==> src/rtl/dbg_piso_tx.sv <==
// Debug parallel-in/serial-out transmitter: streams a held word LSB-slice first, oena marks slice 0.
// Optional trailing even-parity slice when DBGPISO_PARITY_EN is defined.
module dbg_piso_tx #(
    parameter int IDAT_B = 10,
    parameter int ODAT_B = 1
) (
    input  logic              clk,
    input  logic              rst,
    input  logic              ivld,
    input  logic [IDAT_B-1:0] idat,
    output logic              irdy,
    output logic              oena,
    output logic [ODAT_B-1:0] odat
);
    localparam int NSL = (IDAT_B + ODAT_B - 1) / ODAT_B;
`ifdef DBGPISO_PARITY_EN
    localparam int FLEN = NSL + 1;
`else
    localparam int FLEN = NSL;
`endif
    localparam int OCNT_B = (NSL + 1 > 1) ? $clog2(NSL + 1) : 1;
    localparam int FBITS  = FLEN * ODAT_B;
    localparam logic [OCNT_B-1:0] CNT_LAST = OCNT_B'(FLEN - 1);

    typedef enum logic {
        IDLE  = 1'b0,
        SHIFT = 1'b1
    } state_e;

    state_e              state_q, state_d;
    logic [OCNT_B-1:0]   cnt_q, cnt_d;
    logic [IDAT_B-1:0]   hold_q, hold_d;
    logic                oena_q, oena_d;
    logic [ODAT_B-1:0]   odat_q, odat_d;
    logic                irdy_q, irdy_d;
    logic                accept;
    logic [FBITS-1:0]    frame;
    logic [FBITS-1:0]    shifted;

    // Whole frame as one vector: data slices, zero pad, then the optional parity slice.
    function automatic logic [FBITS-1:0] build_frame(input logic [IDAT_B-1:0] w);
        logic [FBITS-1:0] f;
        f = '0;
        f[IDAT_B-1:0] = w;
`ifdef DBGPISO_PARITY_EN
        f[NSL*ODAT_B] = ^w;
`endif
        return f;
    endfunction

    always_comb begin
        state_d = state_q;
        cnt_d   = cnt_q;
        hold_d  = hold_q;
        oena_d  = 1'b0;
        odat_d  = '0;
        irdy_d  = 1'b0;
        frame   = '0;
        shifted = '0;
        accept  = ivld & irdy_q;

        case (state_q)
            IDLE: begin
                if (accept) begin
                    state_d = SHIFT;
                    hold_d  = idat;
                    cnt_d   = '0;
                end
            end
            SHIFT: begin
                // Frame boundary: either load the offered word or wrap and refresh the held one.
                if (cnt_q == CNT_LAST) begin
                    cnt_d = '0;
                    if (accept) begin
                        hold_d = idat;
                    end
                end else begin
                    cnt_d = cnt_q + 1'b1;
                end
            end
            default: begin
                state_d = IDLE;
                cnt_d   = '0;
            end
        endcase

        // Outputs are computed from the next state so they appear registered with it.
        if (state_d == SHIFT) begin
            frame   = build_frame(hold_d);
            shifted = frame >> (int'(cnt_d) * ODAT_B);
            odat_d  = shifted[ODAT_B-1:0];
            oena_d  = (cnt_d == '0);
        end
        irdy_d = (state_d == IDLE) || (cnt_d == CNT_LAST);
    end

    always_ff @(posedge clk) begin
        if (!rst) begin
            state_q <= IDLE;
            cnt_q   <= '0;
            hold_q  <= '0;
            oena_q  <= 1'b0;
            odat_q  <= '0;
            irdy_q  <= 1'b0;
        end else begin
            state_q <= state_d;
            cnt_q   <= cnt_d;
            hold_q  <= hold_d;
            oena_q  <= oena_d;
            odat_q  <= odat_d;
            irdy_q  <= irdy_d;
        end
    end

    assign irdy = irdy_q;
    assign oena = oena_q;
    assign odat = odat_q;
endmodule

==> config.mk <==
export PLATFORM = sky130hd
export DESIGN_NAME = dbg_piso_tx
export DESIGN_NICKNAME = d
export VERILOG_FILES = /design/src/rtl/dbg_piso_tx.sv
export SDC_FILE = /design/constraint.sdc
export NUM_CORES = 1
export LEC_CHECK = 0
export ABC_AREA = 1
export CAP_MARGIN = 40
export CORE_MARGIN = 2
export CORE_UTILIZATION = 54
export DETAILED_ROUTE_END_ITERATION = 8
export PLACE_DENSITY = 0.81
export REMOVE_ABC_BUFFERS = 1
export SYNTH_ARGS = -nofsm -noshare
export SYNTH_HDL_FRONTEND = slang
export SYNTH_SLANG_ARGS = --single-unit
==> constraint.sdc <==
create_clock -name clk -period 4.7 [get_ports clk]
set_clock_uncertainty 0.05 [all_clocks]
set_input_delay 1.175 -clock clk [delete_from_list [all_inputs] [get_ports clk]]
set_output_delay 1.175 -clock clk [all_outputs]
set_load 0.05 [all_outputs]
After elaboration in Yosys (flattened, before gate mapping)
Cells that the tools add are included.
- add/subtract/negate cells: 1
- equal/unequal tests: 2
- shift-type cells: 1
- muxes and demuxes: 8
- bitwise operators: 3
- reduce and logical (&&, ||, !) cells: 3
- operator list (cell ; count):
    $mux 10 ; 2
    $pmux 10 s2 ; 1
    $shr 10x4->1 ; 1
    $eq 4x4->1 const B ; 2
    $mux 4 ; 2
    $pmux 4 s2 ; 1
    $add 4x1->4 const B ; 1
    $logic_not 4->1 ; 1
    $mux 1 ; 2
    $not 1->1 ; 2
    $reduce_and 2->1 ; 1
    $and 1x1->1 ; 1
    $logic_or 1x1->1 ; 1
- register bits after elaboration: 18
- output and inout port bits: 3
- logic and storage cells: 24

Depth between registers and ports, before layout
- depth after elaboration: 5
- gate-level depth with buffers: 12
- depth with buffers taken out: 11

Worst setup path after synthesis
Ideal clock, no wire load.
- path kind: in2reg
- from: in ivld
- to: reg odat_q (netlist: odat)
- arrival time: 2.122 ns
- slack: 2.462 ns
- cell stages on the path: 10
- path through: nand2_2 nand2_4 inv_2 nand2_1 nand2_2 nor2_1 nand3_1 nor2_1 a21oi_1 a21oi_2
- word-level cells in the longest chain between the ends: 5
- elaborated cells between the ends (all ways): 10
- those cells by class: shift (1); mux (7); bitwise (1); reduce/logical (1)
- ends and longest elaborated chain (element ; line ; text):
    from (decl) ; 9 ; input logic ivld,
    $and 1x1->1 * ; 60 ; accept = ivld & irdy_q;
    $mux 10 ; 64, 74 ;
    $mux 10 ; 72 ; if (cnt_q == CNT_LAST) begin
    $pmux 10 s2 ; 62 ; case (state_q)
    $shr 10x4->1 ; 90 ; shifted = frame >> (int'(cnt_d) * ODAT_B);
    to (signal assigned) ; 110 ; odat_q <= odat_d;
    to (decl) ; 34 ; logic [ODAT_B-1:0] odat_q, odat_d;
Mark *: on every way between the ends. The rest lies on a longest branch, timed or not.
A chain may end at the register's enable or synchronous reset.

Worst setup path after layout
- from: reg irdy_q (netlist: irdy)
- to: out irdy
- RTL lines (element ; line ; text):
    from (decl) ; 35 ; logic irdy_q, irdy_d;
    from (signal assigned) ; 111 ; irdy_q <= irdy_d;
    to (decl) ; 11 ; output logic irdy,
No word-level cell between the ends.

==> metrics.csv <==
stage,metric,value,unit
synthesis,synth-seq-cells,18,
power_and_ir_drop,total_power,337,uW
worst_hold_path,hold_path.class,register to register,
clocking,cts_tree,built,
global_routing,grt_antenna_before_repair,0,
detailed_routing,drtIter0Drc,30,
place,dpl.hpwl,1490,um
timing,final_hold_viol_count,0,
final_layout,syn_to_final_growth,19.1,%
die,num_io_pins,16,
clocking,cts_resized,0,
global_routing,track_usage,22.1,%
synthesis,synth_cell_types,24,
final_layout,final_nets,168,
global_routing,grt_max_degree,17,
power_and_ir_drop,swShare,29.7,%
die,die_area,2160,sq um
worst_setup_path,rr_startpoint,cnt_q[0],
timing,grt_setup_unrepaired,false,
clocking,clock-sinks,18,
place,portBuffers,15,
timing,fin_hold_ws,426,ps
die,core-area,1710,sq um
synthesis,ys_warn_count,0,
worst_setup_path,endpoint,irdy,
clocking,path_clk_slew,110,ps
synthesis,synth_largest_area_cell,dfxtp_1,
worst_setup_path,crit_family,buffers and inverters,
die,die_h,46.5,um
worst_setup_path,path_class,register to output port,
run_status,status,finished clean,
die,die_w,46.5,um
global_routing,grt_pass1_vias,777,
synthesis,avgSynthCellArea,7.17,sq um
worst_setup_path,cp_num_buf_inv,1,
timing,clock.fmax,0.364,GHz
die,initial_core_util,57.1,%
detailed_routing,drtPass1Iterations,4,
final_layout,antenna_cells,0,
detailed_routing,drc,0,
worst_setup_path,cp_data_arrival_time,1520,ps
synthesis,netlist_area,975,sq um
worst_setup_path,worstPathMaxFanout,4,
worst_setup_path,cpPeakStageDelay,830,ps
clocking,cts_buffers,3,
power_and_ir_drop,p_leak,0.000500,uW
worst_setup_path,worstReg2RegEnd,odat,
place,place_congestion,0.855,
synthesis,ys_top_cells_by_area,"dfxtp_1, nand2_1, nand3_1",
detailed_routing,ant_nets,0,
power_and_ir_drop,ir_drop,0.176,mV
synthesis,post_synth_inst_count,136,
clocking,clk_path_buf_depth,2,
power_and_ir_drop,switchingPower,100,uW
synthesis,synth_top_area_share,37.0,%
clocking,cts_setup_buffers,0,
job,cap_violations,0,
final_layout,fin_cells,177,
timing,max_slew_margin,66.6,%
detailed_routing,wire_per_inst,11.5,um
synthesis,ys_seq_area_share,37.0,%
detailed_routing,routed_wl,2040,um
worst_setup_path,rr_worst_depth,10,
worst_setup_path,crit_chain,clkdlybuf4s50_1,
worst_setup_path,cp-start-kind,register,
power_and_ir_drop,combPwrFrac,21.6,%
final_layout,drive_above_1_share,11.8,%
global_routing,grt_pass1_wl,3370,um
power_and_ir_drop,clkPwrFrac,28.7,%
detailed_routing,vias,919,
clocking,cts_hold_buf,0,
global_routing,overflow,0,
worst_setup_path,end_kind,output port,
timing,fin_setup_tns,0,ps
worst_setup_path,crit_slowest_cell,clkdlybuf4s50_1,
timing,slew_violations,0,
power_and_ir_drop,internal_power,237,uW
power_and_ir_drop,p_per_area,291,nW/um^2
detailed_routing,via_per_inst,5.19,
worst_setup_path,ff2ff_setup_slack,2780,ps
worst_setup_path,cp_num_cells,1,
power_and_ir_drop,seq_power_share,49.6,%
timing,setup_viol,0,
worst_setup_path,cp.required,3470,ps
clocking,worst_skew_pair.late_latency,300,ps
worst_setup_path,cp-startpoint,irdy,
timing,fin_crit,2750,ps
timing,period_share,58.5,%
die,row_count,15,
clocking,root_buffer,clkbuf_4,
clocking,htree_levels,1,
place,dp_cells,173,
timing,max_slew.worst_pin.slew,499,ps
## how the worst min path moves through the flow
stage,start,endpoint,slack [ps],depth (start not counted)
after floorplan,hold_q[1],hold_q[1],400,2
after global placement,hold_q[1],hold_q[1],410,2
after detailed placement,hold_q[1],hold_q[1],420,2
after CTS,hold_q[1],hold_q[1],430,2
after global routing,hold_q[1],hold_q[1],440,2
final,hold_q[1],hold_q[1],430,2
## layout by cell type (no fill, tap or decap)
master | netlist | layout
nand2_1 | 33 | 33
nand3_1 | 21 | 21
dfxtp_1 | 18 | 18
clkdlybuf4s50_1 | 0 | 15
inv_1 | 13 | 13
nor2_1 | 12 | 12
a21oi_1 | 11 | 11
inv_2 | 4 | 4
clkbuf_4 | 0 | 3
nand2_4 | 2 | 2
nand2_2 | 2 | 2
o21a_1 | 2 | 2
o21ai_1 | 2 | 2
a21oi_2 | 2 | 2
nor3_1 | 2 | 2
ha_1 | 2 | 2
nand3_4 | 1 | 1
nand2_8 | 1 | 1
nand4_1 | 1 | 1
o22ai_2 | 1 | 1
xnor2_1 | 1 | 1
nor2_2 | 1 | 1
o22ai_1 | 1 | 1
clkbuf_8 | 0 | 1
## layer usage
metal / global-route usage [%] / routed length (um) / up-vias
met5: 0 / 0 / -
met2: 35.3 / 980 / 29
met1: 28.8 / 938 / 410
met4: 8.57 / 29 / 0
met3: 4.71 / 89 / 4
li1: - / - / 476
## power groups by stage
| stage | Clock, uW | Sequential (uW) | Combinational, uW |
|---|---|---|---|
| detailed placement | 0 | 171 | 71.7 |
| finish | 96.9 | 167 | 73.0 |
| floorplan | 0 | 176 | 42.5 |
| global placement | 0 | 170 | 70.3 |
| global route | 106 | 169 | 80.8 |
| CTS | 98.7 | 167 | 72.6 |
## Yosys cell counts
cell       n
nand2_8    1
nand3_1   21
nand3_4    1
nor2_2     1
nor2_1    12
nand2_2    2
dfxtp_1   18
nand2_4    2
buf_4      1
o21ai_1    2
nand4_1    1
buf_12     1
clkbuf_1   1
inv_1     13
o22ai_2    1
xnor2_1    1
a21oi_1   11
nand2_1   33
a21oi_2    2
inv_2      4
o21a_1     2
o22ai_1    1
ha_1       2
nor3_1     2
## cells by family after synthesis
group           synth area share (%)
compound gates                  11.9
xor+xnor                       0.899
fa+ha+maj                       2.57
buf+inv                         9.76
flops                           37.0
simple gates                    37.9
## tightest hold or removal path, stage by stage (launching register included)
cell     delay, ps
dfxtp_1        310
nand2_1         70
a21oi_1         60
## cell type report
class                           instances  area [sq um]
Multi-Input combinational cell         98           519
Fill cell                             144           547
Timing Repair Buffer                   15           150
Clock buffer                            4          36.3
Inverter                               17          63.8
Sequential cell                        18           360
Tap cell                               25          31.3
## metrics by stage
stage	setup slack [ps]	cell area (sq um)	utilization (%)
floorplan	2460	943	-
CTS	1940	1160	68.0
global placement	1880	1120	65.9
finish	1950	1160	68.0
global route	1910	1160	68.0
detailed placement	1820	1120	65.9
## registers in the layout, indices dropped and copies added (netlist names)
register,cells
hold_q,10
cnt_q,4
irdy,1
odat,1
oena,1
state_q,1
Power figures use the tool's default switching activity.
